--- src/rtl/prim_hold_driver_pkg.sv ---
// Shared types for the minimum-hold output driver.
package prim_hold_driver_pkg;

  typedef enum logic {
    ST_IDLE = 1'b0,
    ST_HOLD = 1'b1
  } hold_state_e;

endpackage

--- src/rtl/prim_hold_cnt.sv ---
// Loadable down-counter that tracks the remaining cycles of a hold window.
module prim_hold_cnt #(
  parameter int unsigned CntW = 3
) (
  input  logic            clk_i,
  input  logic            rst_ni,
  input  logic            load_i,
  input  logic [CntW-1:0] load_val_i,
  input  logic            dec_i,
  output logic            zero_o
);

  logic [CntW-1:0] cnt_q, cnt_d;

  // A load wins over a decrement; the count saturates at zero.
  always_comb begin
    cnt_d = cnt_q;
    if (load_i) begin
      cnt_d = load_val_i;
    end else if (dec_i && (cnt_q != '0)) begin
      cnt_d = cnt_q - 1'b1;
    end
  end

  always_ff @(posedge clk_i or negedge rst_ni) begin
    if (!rst_ni) begin
      cnt_q <= '0;
    end else begin
      cnt_q <= cnt_d;
    end
  end

  assign zero_o = (cnt_q == '0);

endmodule

--- src/rtl/prim_hold_driver.sv ---
// Drives an output level and holds every driven value for at least MinHold cycles;
// transparent bypass while enable_i is low.
module prim_hold_driver
  import prim_hold_driver_pkg::*;
#(
  parameter  int unsigned MinHold = 4,
  localparam int unsigned CntW    = $clog2(MinHold + 1)
) (
  input  logic clk_i,
  input  logic rst_ni,
  input  logic enable_i,
  input  logic level_i,
  output logic level_o,
  output logic busy_o,
  output logic drop_o
);

  localparam logic [CntW-1:0] LoadVal = CntW'(MinHold - 1);

  hold_state_e     state_q, state_d;
  logic            out_q, out_d;
  logic            pend_q, pend_d;
  logic            cnt_load;
  logic [CntW-1:0] cnt_load_val;
  logic            cnt_dec;
  logic            cnt_zero;
  logic            drop;
  logic            diff;

  assign diff = (level_i != out_q);

  always_comb begin
    state_d      = state_q;
    out_d        = out_q;
    pend_d       = pend_q;
    cnt_load     = 1'b0;
    cnt_load_val = LoadVal;
    cnt_dec      = 1'b0;
    drop         = 1'b0;
    if (!enable_i) begin
      // Track the input so a later re-enable starts without a glitch.
      out_d        = level_i;
      state_d      = ST_IDLE;
      cnt_load     = 1'b1;
      cnt_load_val = '0;
      pend_d       = 1'b0;
    end else begin
      case (state_q)
        ST_IDLE: begin
          if (diff) begin
            out_d    = level_i;
            cnt_load = 1'b1;
            state_d  = ST_HOLD;
          end
        end
        ST_HOLD: begin
          if (!cnt_zero) begin
            cnt_dec = 1'b1;
            if (diff) begin
              pend_d = 1'b1;
            end else if (pend_q) begin
              drop   = 1'b1;
              pend_d = 1'b0;
            end
          end else begin
            // Last hold cycle: a differing request is taken back-to-back.
            pend_d = 1'b0;
            if (diff) begin
              out_d    = level_i;
              cnt_load = 1'b1;
            end else begin
              state_d = ST_IDLE;
              drop    = pend_q;
            end
          end
        end
        default: state_d = ST_IDLE;
      endcase
    end
  end

  always_ff @(posedge clk_i or negedge rst_ni) begin
    if (!rst_ni) begin
      state_q <= ST_IDLE;
      out_q   <= 1'b0;
      pend_q  <= 1'b0;
    end else begin
      state_q <= state_d;
      out_q   <= out_d;
      pend_q  <= pend_d;
    end
  end

  prim_hold_cnt #(
    .CntW(CntW)
  ) u_cnt (
    .clk_i      (clk_i),
    .rst_ni     (rst_ni),
    .load_i     (cnt_load),
    .load_val_i (cnt_load_val),
    .dec_i      (cnt_dec),
    .zero_o     (cnt_zero)
  );

  assign level_o = enable_i ? out_q : level_i;
  assign busy_o  = enable_i & (state_q == ST_HOLD);
  assign drop_o  = drop;

endmodule
--- config.mk ---
export PLATFORM = sky130hd
export DESIGN_NAME = prim_hold_driver
export DESIGN_NICKNAME = d
export VERILOG_FILES = /design/src/rtl/prim_hold_driver_pkg.sv /design/src/rtl/prim_hold_cnt.sv /design/src/rtl/prim_hold_driver.sv
export SDC_FILE = /design/constraint.sdc
export NUM_CORES = 1
export LEC_CHECK = 0
export ABC_AREA = 1
export BUFFER_PORTS_ARGS = -buffer_cell sky130_fd_sc_hd__buf_2
export CORE_AREA = 5 5 42 44
export CTS_CLUSTER_DIAMETER = 50
export DETAILED_ROUTE_END_ITERATION = 10
export DIE_AREA = 0 0 47 49
export HOLD_SLACK_MARGIN = 0.12
export MAX_ROUTING_LAYER = met4
export SKIP_CTS_REPAIR_TIMING = 1
export SYNTH_ARGS = -nofsm -noshare
export SYNTH_HDL_FRONTEND = slang
export SYNTH_SLANG_ARGS = --single-unit
--- constraint.sdc ---
create_clock -name clk_i -period 1.61 [get_ports clk_i]
set_clock_uncertainty 0.05 [all_clocks]
set_input_delay 0.322 -clock clk_i [delete_from_list [all_inputs] [get_ports clk_i]]
set_output_delay 0.322 -clock clk_i [all_outputs]
set_load 0.005 [all_outputs]
After elaboration in Yosys (flattened, before gate mapping):

Cells that the tools add are included.
W data, S select, Z words.

* add/sub/neg operators: 1
* reductions and logical operators: 4
* eq/ne operators: 3
* multiplexer cells: 27
* bitwise logic cells: 2

Operators by type and width (number)
* $mux W1: 21
* $mux W3: 2
* $pmux W1 S2: 3
* $logic_not A3 Y1: 1
* $ne A3 B2 Y1 const B: 1
* $reduce_bool A3 Y1: 1
* $sub A3 B1 Y3 const B: 1
* $mux W2: 1
* $ne A2 B1 Y1 const B: 1
* $reduce_bool A2 Y1: 1
* $and A1 B1 Y1: 1
* $logic_and A1 B1 Y1: 1
* $ne A1 B1 Y1: 1
* $not A1 Y1: 1

* input port bits: 4
* register bits after elaboration: 6

Logic depth before layout (Yosys ltp):

Gate-level depths: netlist of run 1.

* word-level depth: 7
* depth in mapped cells: 7

Cells and area by module:

From an unflattened synthesis of run 1, not the netlist that was laid out.

* cells, all modules: 59
* area, all modules: 394.1 µm²

By module, submodules not included
* prim_hold_driver: area each 201.4 µm², cells an instance 32, sequential area each 75.1 µm², instances 1
* prim_hold_cnt: area each 192.7 µm², cells an instance 27, sequential area each 75.1 µm², instances 1

Worst setup path before layout of run 1:

Ideal clock, no wire load.

* kind: register to register
* start point: register u_cnt.cnt_q[0]
* end point: register u_cnt.cnt_q[0]
* clock period less this slack: 1.141 ns
* setup slack: 0.469 ns
* cell stages (with the launch flop): 7
* arrival time: 0.970 ns
* buffers on the path: 0
* path through: dfrtp_1 -> inv_1 -> ha_1 -> nand2_1 -> nand2_1 -> o21ai_0 -> nor2_1

* word-level cells in the longest chain between the ends: 6

Ends and longest elaborated chain
* start: declaration: line prim_hold_cnt.sv:13 `logic [CntW-1:0] cnt_q, cnt_d;`
* start signal: assignment: line prim_hold_cnt.sv:29 `cnt_q <= cnt_d;`
* $logic_not A3 Y1: line prim_hold_cnt.sv:33 `assign zero_o = (cnt_q == '0);`
* $mux W1: line prim_hold_driver.sv:57 `if (!cnt_zero) begin`
* $mux W1: line prim_hold_driver.sv:48 `case (state_q)`
* $mux W1: line prim_hold_driver.sv:40 `if (!enable_i) begin`
* $logic_and A1 B1 Y1: line prim_hold_cnt.sv:20 `end else if (dec_i && (cnt_q != '0)) begin`
* $reduce_bool A2 Y1 (no line)

Several ways; a longest one is shown, not always the timed one. The select of a mux whose other input is x is not followed.
A chain may end at the register's enable or synchronous reset.

Worst setup path in the final report of run 1:

* start point: register out_q
* end point: output port drop_o

* word-level cells in the longest chain between the ends: 5

Ends and longest elaborated chain
* start: declaration: line prim_hold_driver.sv:21 `logic out_q, out_d;`
* start signal: assignment: line prim_hold_driver.sv:89 `out_q <= out_d;`
* $ne A1 B1 Y1 *: line prim_hold_driver.sv:30 `assign diff = (level_i != out_q);`
* $mux W1 (on tied branches): line prim_hold_driver.sv:59, prim_hold_driver.sv:68
* $mux W1 *: line prim_hold_driver.sv:57
* $mux W1 *: line prim_hold_driver.sv:48
* $mux W1 *: line prim_hold_driver.sv:40
* end: declaration: line prim_hold_driver.sv:15 `output logic drop_o`

Every way passes the cells marked *; elsewhere a longest branch is shown, timed or not.

==> results of run 1 <==
[flip-flops by register name (all words and copies together), names as in the netlist]
name         cells
out_q            1
pend_q           1
state_q          1
u_cnt.cnt_q      3
[critical path, cell delays in order, from the launching register on]
cell and delay (ns):
dfrtp_1 0.39, inv_1 0.07, nand2_1 0.09, nand2_2 0.11, nand2_1 0.06, nor2_1 0.07
buf_2 0.11
[power breakdown]
part | internal, mW | switching (mW)
combinational | 0.0446 | 0.0744
sequential | 0.174 | 0.0148
clock | 0.0845 | 0.0566
[stage by stage]
step                hold WS (ns)  power [mW]  utilization [%]  worst slack, ns  instance area (µm²)
floorplan                -0.0236       0.272                -            0.469                  344
global placement           0.106       0.303             28.1            0.293                  394
detailed placement         0.106       0.306             28.1            0.282                  394
CTS                       -0.161       0.456             29.7           0.0480                  417
global route               0.310       0.500             30.6           0.0206                  429
finish                     0.285       0.449             30.6           0.0911                  429
[worst paths after layout]
path | endpoint | cells after the start | slack, ns
max | drop_o | 6 | 0.09
min | out_q$_DFFE_PN0P_ | 3 | 0.28
max reg2reg | u_cnt.cnt_q[0]$_DFFE_PN0P_ | 6 | 0.38
min reg2reg | u_cnt.cnt_q[0]$_DFFE_PN0P_ | 2 | 0.45
max in group asynchronous | u_cnt.cnt_q[1]$_DFFE_PN0P_ | 2 | 0.97
min in group asynchronous | pend_q$_DFFE_PN0P_ | 2 | 0.39
[layout make-up]
type / count / area [µm²]
fill: 152 / 972
multi-input combinational: 32 / 174
sequential: 6 / 150
timing repair buffer: 7 / 40.0
clock buffer: 3 / 22.5
inverter: 6 / 22.5
tap: 16 / 20.0
[Yosys cell counts (all sizes together)]
library cell   n  area share [%]
nand2         17              22
ha             2             7.3
nor2           3             3.3
a21oi          1             1.5
xor2           1             2.5
o21ai          4             5.8
inv            6             6.5
dfrtp          6              44
nand4          2             3.6
nand3b         1             2.2
nand3          1             1.5
[kinds of logic after synthesis]
group / Yosys count / synth area share, %
AOI/OAI and AO/OA: 5 / 7.27
xor gates and xnor gates: 1 / 2.55
adders and majority gates: 2 / 7.27
buffers and inverters: 6 / 6.54
DFF: 6 / 43.6
and+or+nand+nor: 24 / 32.7
[per-layer routing]
metal  routed length [µm]  global-route usage, %
met1                  323                   9.64
met2                  398                   12.2
met3                   18                   4.43
met4                    4                   6.91
met5                    0                      -
==> metrics, run 1 <==
n_diodes 0; clk sinks 6; WL per Instance 10.6 µm; clk_lat worst skew 0.24 ns; Syn Area/Cell 7.82 µm²; number of synthesized register bits 6; GP Congestion 0.727; worst relative slew slack 89.3%; Slew @ Worst Pin 0.158 ns; P&R area growth vs syn 24.7%; most common cell after layout, fill and taps aside nand2_1; Final Max Tran Viols 0; RSZ-0062 raised after global routing no; CTS tree built; vias in the first global route 317; cell count after placement 66; pin count of the biggest net entering global routing 9; share of post-route cells with drive strength above 1 25.9%; status complete, no violations; crit path time final 1.52 ns; worst vdd ir 0.395 mV; Final nets 62; post-route antenna net violation count 0; TritonRoute pass-1 iters 1; Detailed Route WL 745 µm; DRC 0; Leak 0.238 nW; count of different cell masters after synthesis 14; Critical Path RT 1.24 ns; Mapped Cells 44; worst r2r src u_cnt.cnt_q[0]$_DFFE_PN0P_; Period Utilization, post-route 94.3%; Setup CP Type reg2out; Horiz. Die Dim 47 µm; CTS Root Cell clkbuf_4; most frequent cells in the layout nand2_1 (13), buf_2 (6), dfrtp_1 (6), inv_1 (5), o21ai_0 (4); Syn Nets 50; Core Footprint 0.00140 mm²; Starting Density 24.6%; PwrDens 1050 mW/mm²; Avg Vias per Cell 4.27; final setup vio count 0; gr usage total 9.01%; final hold violations 0; Worst setup SP type flip-flop; Via Count 299; # IOs 7; Die H 49 µm; worst min-delay path startpoint level_i; critical path peak fanout 5; first-pass GRT wire length 1.38 mm; Max Freq 0.658 GHz; row count 14; min-delay worst type in2reg; Inserted Clock Buffers 3; Final TNS setup 0 ns; CTS max path bufs 2; maxcap violations 0; H-tree levels 1; Seq/Total Area, Yosys 43.6%; worst setup path startpoint out_q$_DFFE_PN0P_; CP arrival 1.15 ns; Setup crit end kind output pin; die area 0.00230 mm²; clock slew at reported path FFs 0.05 ns; I/O Buffers 6; dpl hpwl 527 µm; initial antenna violation count 0; DRT iter0 DRCs 0; Overflow after GRT 0; Mapped Area 344 µm²; Ys Warns 0; Non-Filler Instances 70
Note: power is estimated with default switching activity, not from simulation.
==> inputs of run 2 (changes only) <==
--- a/config.mk
+++ b/config.mk
@@ -5,7 +5,6 @@
 export SDC_FILE = /design/constraint.sdc
 export NUM_CORES = 1
 export LEC_CHECK = 0
-export ABC_AREA = 1
 export BUFFER_PORTS_ARGS = -buffer_cell sky130_fd_sc_hd__buf_2
 export CORE_AREA = 5 5 42 44
 export CTS_CLUSTER_DIAMETER = 50
@@ -13,6 +12,7 @@
 export DIE_AREA = 0 0 47 49
 export HOLD_SLACK_MARGIN = 0.12
 export MAX_ROUTING_LAYER = met4
+export PLACE_DENSITY = 0.5
 export SKIP_CTS_REPAIR_TIMING = 1
 export SYNTH_ARGS = -nofsm -noshare
 export SYNTH_HDL_FRONTEND = slang
==> run 2 against run 1 <==
Net effect:
- hold slack improved by 0.030 ns
- flip-flop and latch count unchanged
- critical path type unchanged
- via count decreased by 26%
- critical path depth decreased by 3
- register-to-register slack got worse by 0.12 ns
- sequential power decreased by 7%
- die area unchanged
- global-route usage decreased by 3.1 points
==> metrics, run 2 <==
Mapped Area 329 µm²; WL per Instance 9.59 µm; count of different cell masters after synthesis 16; clock slew at reported path FFs 0.04 ns; Syn Area/Cell 11.3 µm²; pin count of the biggest net entering global routing 8; dpl hpwl 431 µm; Max Freq 0.660 GHz; die area 0.00230 mm²; Overflow after GRT 0; GP Congestion 0.662; Inserted Clock Buffers 3; worst-case hold slack 0.315 ns; worst setup path startpoint out_q$_DFFE_PN0P_; # IOs 7; DRT iter0 DRCs 2; CP cell instances xnor2_1 -> and3_1 -> buf_2; worst r2r src u_cnt.cnt_q[0]$_DFFE_PN0P_; status complete, no violations; first-pass GRT wire length 924 µm; Worst setup SP type flip-flop; post-place instance area 368 µm²; I/O Buffers 6; worst relative slew slack 85.7%; Final nets 46; most frequent cells in the layout buf_2 (6), dfrtp_1 (6), clkbuf_4 (3); Yosys top cell area share 45.6%; clk sinks 6; worst min-delay path startpoint level_i; count leader, synth dfrtp_1; Setup crit end kind output pin; worst vdd ir 0.345 mV; Slew @ Worst Pin 0.213 ns; cell area after layout 400 µm²; ys flop type dfrtp_1; min-delay worst type in2reg; fill count 155; row count 14; CTS max path bufs 2; Largest Register u_cnt.cnt_q; FFs w/ async S/R, synth 100%; Core Footprint 0.00140 mm²; DRC 0; clk_lat worst skew 0.23 ns; Horiz. Die Dim 47 µm; Detailed Route WL 518 µm; critical path peak fanout 3; Die H 49 µm; Leak 0.208 nW; Mapped Cells 29; share of post-route cells with drive strength above 1 31.6%; TritonRoute pass-1 iters 2; Syn Nets 35; Critical Path RT 1.24 ns; dominant cells by area after synthesis dfrtp_1 (46%), ha_1 (7.6%), o211a_1 (6.1%); Period Utilization, post-route 94.1%; Max stage delay cell, worst path dfrtp_1; Final Max Tran Viols 0; maxcap violations 0; Setup CP Type reg2out; CTS tree built; H-tree levels 1; final setup vio count 0; post-synth top area cell dfrtp_1; Final TNS setup 0 ns; PwrDens 955 mW/mm²; P&R area growth vs syn 21.7%; final hold violations 0; n_diodes 0; vias in the first global route 233; EDFF count, synth 0; CP arrival 1.14 ns; Via Count 221; Starting Density 23.5%; number of synthesized register bits 6; crit path time final 1.51 ns; crit-path max cell delay 0.39 ns; Avg Vias per Cell 4.09; RSZ-0062 raised after global routing no; CTS Root Cell clkbuf_4; Ys Warns 0; max reg flops 3; initial antenna violation count 0; Seq/Total Area, Yosys 45.6%; post-route antenna net violation count 0; gr usage total 5.89%
run 2: cell count changes after synthesis, moves of 2 or more:
cell | previous run | this run
o21ai_0 | 4 | 0
inv_1 | 5 | 2
o22ai_1 | 0 | 2
o211a_1 | 0 | 2
nand4_1 | 2 | 0
nand2_1 | 14 | 2
and2_1 | 0 | 2
nor2_1 | 3 | 0
xnor2_1 | 0 | 2
run 2: per-layer routing:
| layer | share of wire [%] | wire, µm | track usage, % |
|---|---|---|---|
| met5 | 0 | 0 | - |
| met4 | 0 | 0 | 5.53 |
| met3 | 3.7 | 19 | 1.11 |
| met2 | 53 | 274 | 8.37 |
| met1 | 43 | 224 | 6.52 |
run 2: cell families (layout without fill, tap and decap cells):
family | after synthesis | count (layout) | synth area share [%]
AND/OR/NAND/NOR | 9 | 9 | 14.8
flip-flops | 6 | 6 | 45.6
AO/OA/AOI/OAI | 5 | 5 | 12.9
buffers and inverters | 3 | 12 | 5.70
adder cells (fa/ha/maj) | 2 | 2 | 7.60
XOR/XNOR | 2 | 2 | 5.32
multiplexers | 2 | 2 | 7.98
run 2: report_power, final:
group / switching, mW / internal [mW]
sequential: 0.00873 / 0.166
clock: 0.0461 / 0.0838
combinational: 0.0390 / 0.0387
run 2: final timing paths:
path,to,cells after the start,slack (ns)
max,drop_o,3,0.1
min,out_q$_DFFE_PN0P_,2,0.31
max reg2reg,u_cnt.cnt_q[0]$_DFFE_PN0P_,5,0.26
min reg2reg,pend_q$_DFFE_PN0P_,1,0.39
max in group asynchronous,out_q$_DFFE_PN0P_,2,0.99
min in group asynchronous,u_cnt.cnt_q[1]$_DFFE_PN0P_,2,0.38
run 2: worst max-delay path, delay by kind of cell, from the launching register on:
kind | cells | cell delay, ns
flip-flops | 1 | 0.39
buffers and inverters | 1 | 0.11
XOR/XNOR | 1 | 0.23
AND/OR/NAND/NOR | 1 | 0.18
run 2: layout make-up:
cell class | instances | area, µm² | area share [%]
multi-input cells | 20 | 160 | 40.0
well taps | 16 | 20.0 | 5.00
repair buffers | 7 | 40.0 | 10.0
inverters | 2 | 7.51 | 1.88
flip-flops and latches | 6 | 150 | 37.5
clock buffers | 3 | 22.5 | 5.62
run 2: stage by stage:
stage	total power, mW	util (%)	setup WS [ns]	cells
after floorplan	0.234	-	0.350	29
after global placement	0.256	26.3	0.242	50
after detailed placement	0.253	26.3	0.248	50
after CTS	0.392	27.9	0.0755	53
after global routing	0.414	28.6	0.000135	54
final	0.382	28.6	0.0952	54
